$ cat src/rtl/button_event_ctrl_pkg.sv
// Shared constants and types for the button event controller.
// Event kind encodings match the evt_kind port values.
package button_pkg;

    localparam int unsigned NUM_BTN = 4;

    typedef enum logic [1:0] {
        EVT_PRESS   = 2'd0,
        EVT_LONG    = 2'd1,
        EVT_REPEAT  = 2'd2,
        EVT_RELEASE = 2'd3
    } evt_kind_e;

    typedef enum logic [1:0] {
        ST_IDLE,
        ST_PRESSED,
        ST_HELD
    } btn_state_e;

endpackage

$ cat src/rtl/button_event_ctrl_if.sv
// Event channel from the button controller to the menu sequencer.
// Valid/ready handshake; an event transfers when both are high.
interface button_event_ctrl_if;
    import button_pkg::*;

    logic                       evt_valid;
    logic                       evt_ready;
    logic [$clog2(NUM_BTN)-1:0] evt_btn;
    logic [1:0]                 evt_kind;

    modport master (output evt_valid, output evt_btn, output evt_kind, input evt_ready);
    modport slave  (input evt_valid, input evt_btn, input evt_kind, output evt_ready);

endinterface

$ cat src/rtl/button_event_ctrl_fsm.sv
// Per-button edge detect, press/long/repeat FSM with hold counter,
// single-entry pending event slot and sticky overrun flag.
module button_event_fsm
    import button_pkg::*;
#(
    parameter int unsigned LONG_MS   = 750,
    parameter int unsigned REPEAT_MS = 150
) (
    input  logic      clk,
    input  logic      rst_n,
    input  logic      level_i,
    input  logic      tick_i,
    input  logic      grant_i,
    input  logic      ovr_clr_i,
    output logic      pend_o,
    output evt_kind_e kind_o,
    output logic      ovr_o
);
    localparam logic [9:0] LONG_C = 10'(LONG_MS);
    localparam logic [9:0] REP_C  = 10'(REPEAT_MS);

    btn_state_e state_q, state_d;
    logic [9:0] cnt_q, cnt_d, cnt_inc;
    logic       prev_q;
    logic       slot_v_q, slot_v_d;
    evt_kind_e  slot_k_q, slot_k_d;
    logic       ovr_q, ovr_d;
    logic       rise, fall, post;
    evt_kind_e  post_kind;

    assign rise    = level_i & ~prev_q;
    assign fall    = ~level_i & prev_q;
    assign cnt_inc = cnt_q + 10'd1;

    // Fall is tested before the tick so a release on a threshold tick
    // suppresses the LONG/REPEAT that would otherwise fire.
    always_comb begin
        state_d   = state_q;
        cnt_d     = cnt_q;
        post      = 1'b0;
        post_kind = EVT_PRESS;
        case (state_q)
            ST_IDLE: begin
                if (rise) begin
                    post    = 1'b1;
                    cnt_d   = '0;
                    state_d = ST_PRESSED;
                end
            end
            ST_PRESSED: begin
                if (fall) begin
                    post      = 1'b1;
                    post_kind = EVT_RELEASE;
                    state_d   = ST_IDLE;
                end else if (tick_i) begin
                    if (cnt_inc == LONG_C) begin
                        post      = 1'b1;
                        post_kind = EVT_LONG;
                        cnt_d     = '0;
                        state_d   = ST_HELD;
                    end else begin
                        cnt_d = cnt_inc;
                    end
                end
            end
            ST_HELD: begin
                if (fall) begin
                    post      = 1'b1;
                    post_kind = EVT_RELEASE;
                    state_d   = ST_IDLE;
                end else if (tick_i) begin
                    if (cnt_inc == REP_C) begin
                        post      = 1'b1;
                        post_kind = EVT_REPEAT;
                        cnt_d     = '0;
                    end else begin
                        cnt_d = cnt_inc;
                    end
                end
            end
            default: state_d = ST_IDLE;
        endcase
    end

    // A slot being drained this cycle counts as free for the new event.
    always_comb begin
        slot_v_d = slot_v_q;
        slot_k_d = slot_k_q;
        ovr_d    = ovr_q;
        if (ovr_clr_i) ovr_d = 1'b0;
        if (grant_i) slot_v_d = 1'b0;
        if (post) begin
            if (slot_v_q && !grant_i) begin
                if (post_kind != EVT_REPEAT) begin
                    slot_k_d = post_kind;
                    ovr_d    = 1'b1;
                end
            end else begin
                slot_v_d = 1'b1;
                slot_k_d = post_kind;
            end
        end
    end

    always_ff @(posedge clk or negedge rst_n) begin
        if (!rst_n) begin
            state_q  <= ST_IDLE;
            cnt_q    <= '0;
            prev_q   <= 1'b0;
            slot_v_q <= 1'b0;
            slot_k_q <= EVT_PRESS;
            ovr_q    <= 1'b0;
        end else begin
            state_q  <= state_d;
            cnt_q    <= cnt_d;
            prev_q   <= level_i;
            slot_v_q <= slot_v_d;
            slot_k_q <= slot_k_d;
            ovr_q    <= ovr_d;
        end
    end

    assign pend_o = slot_v_q;
    assign kind_o = slot_k_q;
    assign ovr_o  = ovr_q;

endmodule

$ cat src/rtl/button_event_ctrl.sv
// Button event controller top: ms tick generator, four per-button FSMs,
// round-robin arbiter and the registered valid/ready output stage.
module button_event_ctrl
    import button_pkg::*;
#(
    parameter int unsigned TICK_DIV  = 50000,
    parameter int unsigned LONG_MS   = 750,
    parameter int unsigned REPEAT_MS = 150
) (
    input  logic                       clk,
    input  logic                       rst_n,
    input  logic [NUM_BTN-1:0]         btn_level,
    button_event_ctrl_if.master        evt,
    output logic [NUM_BTN-1:0]         overrun,
    input  logic                       ovr_clr
);
    localparam int unsigned IDX_W     = $clog2(NUM_BTN);
    localparam logic [15:0] TICK_LAST = 16'(TICK_DIV - 1);

    logic [15:0]        tick_cnt_q, tick_cnt_d;
    logic               tick;
    logic [NUM_BTN-1:0] pend, grant;
    evt_kind_e          pend_kind [NUM_BTN];
    logic [IDX_W-1:0]   ptr_q, ptr_d, sel, cand;
    logic               found, load;
    logic               out_v_q, out_v_d;
    logic [IDX_W-1:0]   out_btn_q, out_btn_d;
    evt_kind_e          out_kind_q, out_kind_d;

    assign tick       = (tick_cnt_q == TICK_LAST);
    assign tick_cnt_d = tick ? '0 : tick_cnt_q + 16'd1;

    for (genvar i = 0; i < NUM_BTN; i++) begin : g_btn
        button_event_fsm #(
            .LONG_MS   (LONG_MS),
            .REPEAT_MS (REPEAT_MS)
        ) u_fsm (
            .clk       (clk),
            .rst_n     (rst_n),
            .level_i   (btn_level[i]),
            .tick_i    (tick),
            .grant_i   (grant[i]),
            .ovr_clr_i (ovr_clr),
            .pend_o    (pend[i]),
            .kind_o    (pend_kind[i]),
            .ovr_o     (overrun[i])
        );
    end

    // Search starts one past the last grant; index arithmetic wraps mod NUM_BTN.
    always_comb begin
        found = 1'b0;
        sel   = ptr_q;
        cand  = ptr_q;
        for (int unsigned k = 1; k <= NUM_BTN; k++) begin
            cand = ptr_q + IDX_W'(k);
            if (!found && pend[cand]) begin
                found = 1'b1;
                sel   = cand;
            end
        end
    end

    assign load = found & (~out_v_q | evt.evt_ready);

    always_comb begin
        out_v_d    = out_v_q;
        out_btn_d  = out_btn_q;
        out_kind_d = out_kind_q;
        ptr_d      = ptr_q;
        grant      = '0;
        if (out_v_q && evt.evt_ready) out_v_d = 1'b0;
        if (load) begin
            out_v_d    = 1'b1;
            out_btn_d  = sel;
            out_kind_d = pend_kind[sel];
            ptr_d      = sel;
            grant[sel] = 1'b1;
        end
    end

    always_ff @(posedge clk or negedge rst_n) begin
        if (!rst_n) begin
            tick_cnt_q <= '0;
            ptr_q      <= IDX_W'(NUM_BTN - 1);
            out_v_q    <= 1'b0;
            out_btn_q  <= '0;
            out_kind_q <= EVT_PRESS;
        end else begin
            tick_cnt_q <= tick_cnt_d;
            ptr_q      <= ptr_d;
            out_v_q    <= out_v_d;
            out_btn_q  <= out_btn_d;
            out_kind_q <= out_kind_d;
        end
    end

    assign evt.evt_valid = out_v_q;
    assign evt.evt_btn   = out_btn_q;
    assign evt.evt_kind  = out_kind_q;

endmodule

$ cat src/flat_wrapper.sv
// flat-port wrapper written by rule: the top's interface ports become plain ports
module button_event_ctrl_flat import button_pkg::*;
#(
    parameter int unsigned TICK_DIV  = 50000,
    parameter int unsigned LONG_MS   = 750,
    parameter int unsigned REPEAT_MS = 150
)
  (clk, rst_n, btn_level, overrun, ovr_clr, evt_evt_valid, evt_evt_btn, evt_evt_kind, evt_evt_ready);
  button_event_ctrl_if evt_i ();
  input  logic clk;
  input  logic rst_n;
  input  logic [NUM_BTN-1:0] btn_level;
  output logic [NUM_BTN-1:0] overrun;
  input  logic ovr_clr;
  output wire logic [$bits(evt_i.evt_valid)-1:0] evt_evt_valid;
  output wire logic [$bits(evt_i.evt_btn)-1:0] evt_evt_btn;
  output wire logic [$bits(evt_i.evt_kind)-1:0] evt_evt_kind;
  input wire logic [$bits(evt_i.evt_ready)-1:0] evt_evt_ready;
  assign evt_evt_valid = evt_i.evt_valid;
  assign evt_evt_btn = evt_i.evt_btn;
  assign evt_evt_kind = evt_i.evt_kind;
  assign evt_i.evt_ready = evt_evt_ready;
  button_event_ctrl #(.TICK_DIV(TICK_DIV), .LONG_MS(LONG_MS), .REPEAT_MS(REPEAT_MS)) u_core (.clk(clk), .rst_n(rst_n), .btn_level(btn_level), .evt(evt_i), .overrun(overrun), .ovr_clr(ovr_clr));
endmodule
$ cat config.mk
export PLATFORM = sky130hd
export DESIGN_NAME = button_event_ctrl_flat
export DESIGN_NICKNAME = d
export VERILOG_FILES = /design/src/rtl/button_event_ctrl_pkg.sv /design/src/rtl/button_event_ctrl_if.sv /design/src/rtl/button_event_ctrl_fsm.sv /design/src/rtl/button_event_ctrl.sv /design/src/flat_wrapper.sv
export SDC_FILE = /design/constraint.sdc
export NUM_CORES = 1
export LEC_CHECK = 0
export CORE_ASPECT_RATIO = 0.8
export CORE_MARGIN = 2
export CORE_UTILIZATION = 63
export CTS_BUF_LIST = sky130_fd_sc_hd__clkbuf_8 sky130_fd_sc_hd__clkbuf_16
export DETAILED_ROUTE_END_ITERATION = 10
export PLACE_DENSITY = 0.77
export SLEW_MARGIN = 10
export SYNTH_ARGS = -nofsm -noshare
export SYNTH_HDL_FRONTEND = slang
export SYNTH_SLANG_ARGS = --single-unit
$ cat constraint.sdc
create_clock -name clk -period 2.7 [get_ports clk]
set_input_delay 0.54 -clock clk [delete_from_list [all_inputs] [get_ports clk]]
set_output_delay 0.54 -clock clk [all_outputs]
set_load 0.02 [all_outputs]
Word-level counts from Yosys, hierarchy flattened
Cells that the tools add are included.
{ "word_totals": {"reg_bits": 91, "in_bits": 8, "out_inout_bits": 9, "word_cells": 335} }
{ "classes": {"add_sub_neg": 8, "magnitude_cmp": 7, "eq_ne": 57, "mux": 177, "bitwise": 20, "reduce_logical": 37} }
{ "op_table": {"columns": ["cell", "n"], "rows": [
  ["$mux W10", 28],
  ["$pmux W10 S3", 4],
  ["$mux W2", 50],
  ["$mux W1", 75],
  ["$add A10 B1 Y10 const B", 4],
  ["$eq A10 B10 Y1 const B", 4],
  ["$eq A10 B8 Y1 const B", 4],
  ["$ne A2 B2 Y1 const B", 20],
  ["$ne A2 B1 Y1 const B", 12],
  ["$pmux W2 S3", 4],
  ["$reduce_and A6 Y1", 4],
  ["$add A16 B1 Y16 const B", 1],
  ["$eq A16 B16 Y1 const B", 1],
  ["$mux W16", 1],
  ["$pmux W2 S2", 4],
  ["$reduce_and A4 Y1", 4],
  ["$lt A2 B3 Y1 const B", 5],
  ["$ne A3 B2 Y1 const B", 4],
  ["$ne A3 B3 Y1 const B", 4],
  ["$pmux W1 S3", 4],
  ["$reduce_bool A3 Y1", 4],
  ["$and A1 B1 Y1", 9],
  ["$logic_and A1 B1 Y1", 9],
  ["$not A1 Y1", 9],
  ["16 further kinds", 38]
]} }

Longest topological paths before layout
Gate-level depths: netlist of the first run.
{ "logic_depth": {"depth_word": 22, "depth_mapped": 11, "depth_no_buf": 9} }

Hierarchy
Synthesis of the first run repeated with hierarchy kept, for this count alone.
{ "hier_totals": {"cells_unflattened": 739, "hier_area_um2": 6608.8} }
{ "by_module_without_submodules": {"columns": ["module", "n_inst", "cells_per_inst", "area_each_um2", "seq_area_each_um2"], "rows": [
  ["button_event_fsm (u_core.g_btn[0].u_fsm)", 1, 171, 1493.9, 425.4],
  ["button_event_fsm (u_core.g_btn[3].u_fsm)", 1, 150, 1340.0, 425.4],
  ["button_event_fsm (u_core.g_btn[2].u_fsm)", 1, 158, 1320.0, 425.4],
  ["button_event_fsm (u_core.g_btn[1].u_fsm)", 1, 137, 1256.2, 425.4],
  ["button_event_ctrl", 1, 123, 1198.6, 578.1]
]} }

Worst setup path before layout of the first run
OpenSTA, ideal clock, no wires.
{ "synth_path": {"path_kind": "register to register", "from": "register u_core.g_btn[3].u_fsm.cnt_q[0]", "to": "register u_core.g_btn[3].u_fsm.ovr_q", "setup_ns": 0.101, "arrival_ns": 2.346, "t_required_ns": 2.599, "setup_slack_ns": 0.254, "path_stages_with_launch": 10, "n_path_buf": 1, "synth_period_minus_slack_ns": 2.446, "cell_sequence": "dfrtp_1 -> ha_1 -> clkbuf_1 -> nand2_1 -> or4_1 -> o311ai_1 -> nand4_1 -> a21oi_1 -> o21ai_0 -> o32ai_1"} }
{ "synth_between": {"elab_chain_len": 10, "word_cells_on_any_way": 21, "cone_classes": "add/sub (1); eq/ne (3); mux (17)"} }
{ "synth_lines": {"columns": ["item", "line", "rtl"], "rows": [
  ["start, declared", "button_event_ctrl_fsm.sv:23", "logic [9:0] cnt_q, cnt_d, cnt_inc;"],
  ["start signal, assigned", "button_event_ctrl_fsm.sv:115", "cnt_q <= cnt_d;"],
  ["$add A10 B1 Y10 (*)", "button_event_ctrl_fsm.sv:33", "assign cnt_inc = cnt_q + 10'd1;"],
  ["$eq A10 B10 Y1 / $eq A10 B8 Y1 (equally long branches)", "button_event_ctrl_fsm.sv:56, button_event_ctrl_fsm.sv:72", null],
  ["$mux W1 / $mux W2 (equally long branches)", "button_event_ctrl_fsm.sv:56, button_event_ctrl_fsm.sv:72", null],
  ["$mux W1 / $mux W2 (equally long branches)", "button_event_ctrl_fsm.sv:55, button_event_ctrl_fsm.sv:71", null],
  ["$mux W2, on equally long branches", "button_event_ctrl_fsm.sv:51, button_event_ctrl_fsm.sv:67", null],
  ["$pmux W2 S2", "button_event_ctrl_fsm.sv:42", "case (state_q)"],
  ["$ne A2 B2 Y1", "button_event_ctrl_fsm.sv:94", "if (post_kind != EVT_REPEAT) begin"],
  ["$mux W1", "button_event_ctrl_fsm.sv:94", null],
  ["$mux W1", "button_event_ctrl_fsm.sv:93", "if (slot_v_q && !grant_i) begin"],
  ["$mux W1 (*)", "button_event_ctrl_fsm.sv:92", "if (post) begin"],
  ["net u_core.g_btn[3].u_fsm.ovr_d", "button_event_ctrl_fsm.sv:27", "logic ovr_q, ovr_d;"],
  ["end signal, assigned", "button_event_ctrl_fsm.sv:119", "ovr_q <= ovr_d;"],
  ["end, declared", "button_event_ctrl_fsm.sv:27", null]
]} }
The timed path passes the listed nets; every way through them passes the cells marked *.
A chain may end at the register's enable or synchronous reset.

Final worst setup path of the first run
{ "layout_path": {"from": "register u_core.g_btn[0].u_fsm.cnt_q[0]", "to": "register u_core.g_btn[0].u_fsm.ovr_q"} }
{ "layout_between": {"elab_chain_len": 10, "word_cells_on_any_way": 21, "cone_classes": "add/sub (1); eq/ne (3); mux (17)"} }
{ "layout_lines": {"columns": ["item", "line"], "rows": [
  ["start, declared", "button_event_ctrl_fsm.sv:23"],
  ["start signal, assigned", "button_event_ctrl_fsm.sv:115"],
  ["$add A10 B1 Y10 (*)", "button_event_ctrl_fsm.sv:33"],
  ["$eq A10 B10 Y1 / $eq A10 B8 Y1 (equally long branches)", "button_event_ctrl_fsm.sv:56, button_event_ctrl_fsm.sv:72"],
  ["$mux W1 / $mux W2 (equally long branches)", "button_event_ctrl_fsm.sv:56, button_event_ctrl_fsm.sv:72"],
  ["$mux W1 / $mux W2 (equally long branches)", "button_event_ctrl_fsm.sv:55, button_event_ctrl_fsm.sv:71"],
  ["$mux W2, on equally long branches", "button_event_ctrl_fsm.sv:51, button_event_ctrl_fsm.sv:67"],
  ["$pmux W2 S2", "button_event_ctrl_fsm.sv:42"],
  ["$ne A2 B2 Y1", "button_event_ctrl_fsm.sv:94"],
  ["$mux W1", "button_event_ctrl_fsm.sv:94"],
  ["$mux W1", "button_event_ctrl_fsm.sv:93"],
  ["$mux W1 (*)", "button_event_ctrl_fsm.sv:92"],
  ["net u_core.g_btn[0].u_fsm.ovr_d", "button_event_ctrl_fsm.sv:27"],
  ["end signal, assigned", "button_event_ctrl_fsm.sv:119"],
  ["end, declared", "button_event_ctrl_fsm.sv:27"]
]} }
Marked as above.

==> flow_summary.toml, run 1 <==
[run_status]
status = "completed"

[setup_path]
cp.arrival_ns = 2.83
critPathKind = "reg2reg"
cp_slowest_cell = "a2111oi_4"
cp-end-kind = "register"
cp_num_buf_inv = 0
required_ns = 2.94
cp_max_fo = 6
critPathLaunchType = "register"
worstPathCellList = "ha_1, and2_0, o21ai_0, a311o_1, nand3_1, a2111oi_4, nor2_1, o32ai_1"
r2r_setup_slack_ns = 0.11
crit_path_max_incr_delay_ns = 0.45
critPathTopFamily = "compound AO/OA/AOI/OAI gates"

[cells_and_area]
layoutNonFillerInstCount = 880
area_delta_synth_final_pct = 12.1
final_nets = 773
postLayoutCoreUtil_pct = 72.3
insertedDiodeCount = 0
final_common_cell = "dfrtp_1"
layout-drive-gt1-share_pct = 11.3
fin_area_um2 = 6980
layout_common_cells = "85 x dfrtp_1, 76 x nand2_1, 60 x nor2_1"

[clock_tree]
cts_buffers = 9
cts_tree = "done"
cts_buffer_depth = 2
cts_root_buf = "clkbuf_16"
clkLatencyLatePin_ns = 0.34
h-tree-depth = 3
path_clk_slew_ns = 0.06
clock-sinks = 91
post-cts-setup-buffers = 0

[timing]
fmax_mhz = 386
final_max_slew_viol_count = 0
tightest_slew_ns = 0.651
maxSlewHeadroom_pct = 56.6
finalCritPeriodShare_pct = 96.0
hold_violations = 0
skew_ns = 0.00489
hold_slack_ns = 0.151
post-route-min-period_ns = 2.59
setup_viol = 0

[yosys]
syn-cell-area_um2 = 6230
syn_nets = 749
ys_types = 83
synth_top_flop_cell = "dfrtp_1"
yosysSeqAreaShare_pct = 36.6
syn_area_per_cell_um2 = 8.71
yosysWarnings = 0
synth_edf_count = 0
ys_seq_elements = 91
synthCells = 715
async_flop_share_pct = 100

[floorplanning]
ios = 17
fp.dieArea_um2 = 10700
die_h_um = 92.9
die_w_um = 115
start_util_pct = 64.5
rows = 32
coreArea_um2 = 9650

[global_routing]
grtUsageTotal_pct = 28.3
grt_pass1_wl_mm = 24.4
antenna_found_initial = 0
grt_overflow = 0
grt_pass1_vias = 5224
grt_max_degree = 38

[power]
ir_drop_mv = 0.486
cellLeakagePower_nw = 3.03
p_per_area_nw_per_um2 = 752

[detailed_routing]
vias_per_cell = 6.36
drt_iter0_markers = 503
routedWlPerCell_um = 16.4
ant_nets = 0
drt_wl_total_mm = 14.4
drc = 0
vias = 5596
drt-pass1-iter-count = 5

[placed_design]
dp_cells = 864
hpwlAfterDp_mm = 10.6
place_congestion = 0.932
placed_cell_area_um2 = 6620
io_buffer_count = 16

[worst_hold_path]
hold_path_class = "in2async"

[flow_run]
drv_cap = 0
final cells by class:
cell class                 instances  area (um2)
clock buffer                      12         267
clock inverter                     4        47.5
fill                             704        2670
inverter                          45         169
multi-input combinational        548        3660
sequential                        91        2280
tap                              136         170
timing repair buffer              44         380
cell families after synthesis:
family / Yosys count / synth area share, %
adder cells (fa/ha/maj): 26 / 5.22
multiplexers: 10 / 2.05
XOR/XNOR: 17 / 2.39
AO/OA/AOI/OAI: 207 / 24.2
AND/OR/NAND/NOR: 288 / 24.3
flip-flops: 91 / 36.6
buffers and inverters: 76 / 5.26
worst paths after layout:
kind,cells past startpoint,endpoint,from
max,8,u_core.g_btn[0].u_fsm.ovr_o,u_core.g_btn[0].u_fsm.cnt_q[0]
min,1,u_core.g_btn[3].u_fsm.cnt_q[6],rst_n
max reg2reg,8,u_core.g_btn[0].u_fsm.ovr_o,u_core.g_btn[0].u_fsm.cnt_q[0]
min reg2reg,1,u_core.tick_cnt_q[0],u_core.tick_cnt_q[0]
max in group asynchronous,2,u_core.ptr_q[1],rst_n
min in group clk,1,u_core.tick_cnt_q[0],u_core.tick_cnt_q[0]
sequential cells by signal, indices dropped and copies added, names as in the netlist:
register / count
u_core.g_btn.u_fsm.cnt_q: 40
u_core.tick_cnt_q: 16
u_core.g_btn.u_fsm.kind_o: 8
u_core.g_btn.u_fsm.state_q: 8
u_core.g_btn.u_fsm.ovr_o: 4
u_core.g_btn.u_fsm.pend_o: 4
u_core.g_btn.u_fsm.prev_q: 4
u_core.evt.evt_btn: 2
u_core.evt.evt_kind: 2
u_core.ptr_q: 2
u_core.evt.evt_valid: 1
stage by stage:
step	TNS, ns	total power, mW	setup WS, ns
2_1_floorplan	0	3.32	0.254
3_3_place_gp	0	3.80	0.123
3_5_place_dp	0	3.89	0.0742
4_1_cts	0	5.23	0.0990
5_1_grt	-0.0491	5.59	-0.0138
6_report	0	5.25	0.107
where the power goes:
group,switching (mW),internal (mW)
clock,0.537,0.791
combinational,1.24,0.832
sequential,0.251,1.60
total,2.03,3.22
worst reg2reg max path, delay by kind of cell (launching register included):
family                   cells  cell delay (ns)
AO/OA/AOI/OAI                4             1.23
AND/OR/NAND/NOR              3             0.57
flip-flops                   1             0.42
adder cells (fa/ha/maj)      1             0.28
synth_stat cells (9+ instances only):
library cell / number / area share, %
nand3_1: 30 / 2.4
and3_1: 14 / 1.4
nor2b_1: 12 / 1.2
buf_2: 9 / 0.72
ha_1: 26 / 5.2
o21a_1: 10 / 1.2
inv_1: 45 / 2.7
a21oi_1: 34 / 2.7
o22ai_1: 9 / 0.90
a21o_1: 10 / 1.2
a31oi_1: 14 / 1.4
nand4_1: 15 / 1.5
nand2_1: 76 / 4.6
xor2_1: 9 / 1.3
dfrtp_1: 89 / 36
nor2_1: 61 / 3.7
o21ai_0: 35 / 2.8
nand2b_1: 13 / 1.3
o211ai_1: 13 / 1.6
clkbuf_1: 14 / 0.84
per-layer routing:
metal,wire (um),vias to the layer above,GRT usage (%)
li1,-,2677,-
met1,6790,2688,41.1
met2,6590,209,43.3
met3,887,22,5.69
met4,128,0,7.53
met5,0,-,0
what timing repair did:
action                                  CTS  global route
resized for setup                         0            14
hold buffers                              0             0
endpoints found under the setup margin    0            22
Note: power is estimated with default switching activity, not from simulation.
==> run 2: changes to the inputs <==
==> constraint.sdc (replaced) <==
create_clock -name clk -period 2.7 [get_ports clk]
set_input_delay 0.675 -clock clk [delete_from_list [all_inputs] [get_ports clk]]
set_output_delay 0.675 -clock clk [all_outputs]
set_load 0.02 [all_outputs]
==> flow_summary.toml, run 2 (same netlist as run 1, synthesis figures left out) <==
[setup_path]
cp-end-kind = "register"
critPathKind = "reg2reg"
critPathLaunchType = "register"
cp.arrival_ns = 2.77
cp_max_fo = 8
r2r_setup_slack_ns = 0.16
cp_num_buf_inv = 0
critPathTopFamily = "compound AO/OA/AOI/OAI gates"
cp_slowest_cell = "or4_4"
worstPathCellList = "nand4_4, or4_4, a211oi_4, nand3_2, a2111oi_4, nor3b_1, a311o_1"
crit_path_max_incr_delay_ns = 0.57
required_ns = 2.93

[power]
p_comb_share_pct = 39.6
switching_share_pct = 38.4
cellLeakagePower_nw = 3.04
p_per_area_nw_per_um2 = 762
seqPwrFrac_pct = 34.8
ir_drop_mv = 0.519
p_clk_share_pct = 25.6
p_switching_mw = 2.04
p_int_mw = 3.28

[detailed_routing]
drc = 0
vias = 5643
ant_nets = 0
routedWlPerCell_um = 16.7
drt-pass1-iter-count = 6
drt_wl_total_mm = 14.8
vias_per_cell = 6.40
drt_iter0_markers = 630

[clock_tree]
clkLatencyLatePin_ns = 0.34
cts_buffers = 9
cts_root_buf = "clkbuf_16"
h-tree-depth = 3
path_clk_slew_ns = 0.07
holdBufCountCts = 0
clock-sinks = 91
cts_tree = "done"
cts_buffer_depth = 2

[floorplanning]
rows = 32
coreArea_um2 = 9650
die_w_um = 115
die_h_um = 92.9
fp.dieArea_um2 = 10700
ios = 17
start_util_pct = 64.5

[cells_and_area]
layout_common_cells = "85 x dfrtp_1, 76 x nand2_1, 61 x nor2_1"
fin_area_um2 = 6990
fill_cells = 730
registers.top_by_ff_count = "u_core.g_btn.u_fsm.cnt_q"
postLayoutCoreUtil_pct = 72.4
final_common_cell = "dfrtp_1"
layout-drive-gt1-share_pct = 11.1
reg.largest.list = "u_core.g_btn.u_fsm.cnt_q: 40 flops, u_core.tick_cnt_q: 16 flops"
insertedDiodeCount = 0
final_nets = 775
largest_reg_flops = 40
area_delta_synth_final_pct = 12.2
layoutNonFillerInstCount = 882

[timing]
finalSetupTns_ns = 0
fmax_mhz = 393
maxSlewHeadroom_pct = 53.2
finalCritPeriodShare_pct = 94.2
tightest_slew_ns = 0.701
hold_violations = 0
setup_viol = 0
post-route-min-period_ns = 2.54
skew_ns = 0.0100
final_max_slew_viol_count = 0

[placed_design]
dp_cells = 865
io_buffer_count = 16
place_congestion = 0.937
hpwlAfterDp_mm = 10.5
placed_cell_area_um2 = 6630

[run_status]
status = "completed"

[global_routing]
grtUsageTotal_pct = 28.7
grt_max_degree = 42
antenna_found_initial = 0
grt_overflow = 0
grt_pass1_wl_mm = 24.7
grt_pass1_vias = 5218

[worst_hold_path]
hold_path_class = "in2async"

[flow_run]
drv_cap = 0
-- run 2: through the flow --
step / setup WS (ns) / power [mW] / hold slack, ns
floorplan: 0.254 / 3.32 / 0.379
global placement: 0.105 / 3.83 / 0.449
detailed placement: 0.0444 / 3.92 / 0.458
CTS: 0.0897 / 5.30 / 0.347
global route: -0.0249 / 5.66 / 0.368
finish: 0.157 / 5.33 / 0.328
-- run 2: layout make-up --
cell class	instances	area (um2)	share of cell area, %
repair buffers	46	395	5.66
multi-input cells	548	3650	52.2
clock buffers	10	239	3.42
well taps	136	170	2.43
clock inverters	6	81.3	1.16
flip-flops and latches	91	2280	32.7
inverters	45	169	2.42
-- run 2: worst register-to-register path: stages, from the launching register on --
cell	delay (ns)
dfrtp_2	0.45
nand4_4	0.17
or4_4	0.57
a211oi_4	0.30
nand3_2	0.13
a2111oi_4	0.43
nor3b_1	0.10
a311o_1	0.27
-- run 2: final timing paths --
| path | from | end | cells after the start |
|---|---|---|---|
| worst max register to register | u_core.g_btn[2].u_fsm.cnt_q[5] | u_core.g_btn[2].u_fsm.kind_o[0] | 7 |
| worst min register to register | u_core.tick_cnt_q[13] | u_core.tick_cnt_q[13] | 1 |
| worst min-delay path | rst_n | u_core.g_btn[3].u_fsm.cnt_q[3] | 1 |
| min in group clk | u_core.tick_cnt_q[13] | u_core.tick_cnt_q[13] | 1 |
| worst max-delay path | u_core.g_btn[2].u_fsm.cnt_q[5] | u_core.g_btn[2].u_fsm.kind_o[0] | 7 |
| max in group asynchronous | rst_n | u_core.g_btn[0].u_fsm.cnt_q[4] | 2 |
-- run 2: what timing repair did --
action	CTS	global route
setup buffers	0	1
setup endpoints to repair	0	20
resized for setup	0	13
-- run 2: layer usage --
| layer | routed length (um) | vias up | global-route usage (%) |
|---|---|---|---|
| li1 | - | 2682 | - |
| met1 | 6840 | 2720 | 41.1 |
| met2 | 6830 | 218 | 44.5 |
| met3 | 868 | 23 | 5.24 |
| met4 | 230 | 0 | 8.84 |
| met5 | 0 | - | 0 |
-- run 2: power groups by stage --
stage / Clock [mW] / Sequential, mW / Combinational, mW
floorplan: 0 / 1.82 / 1.50
global placement: 0 / 1.85 / 1.97
detailed placement: 0 / 1.87 / 2.05
CTS: 1.38 / 1.85 / 2.07
global route: 1.44 / 1.89 / 2.34
finish: 1.36 / 1.86 / 2.11
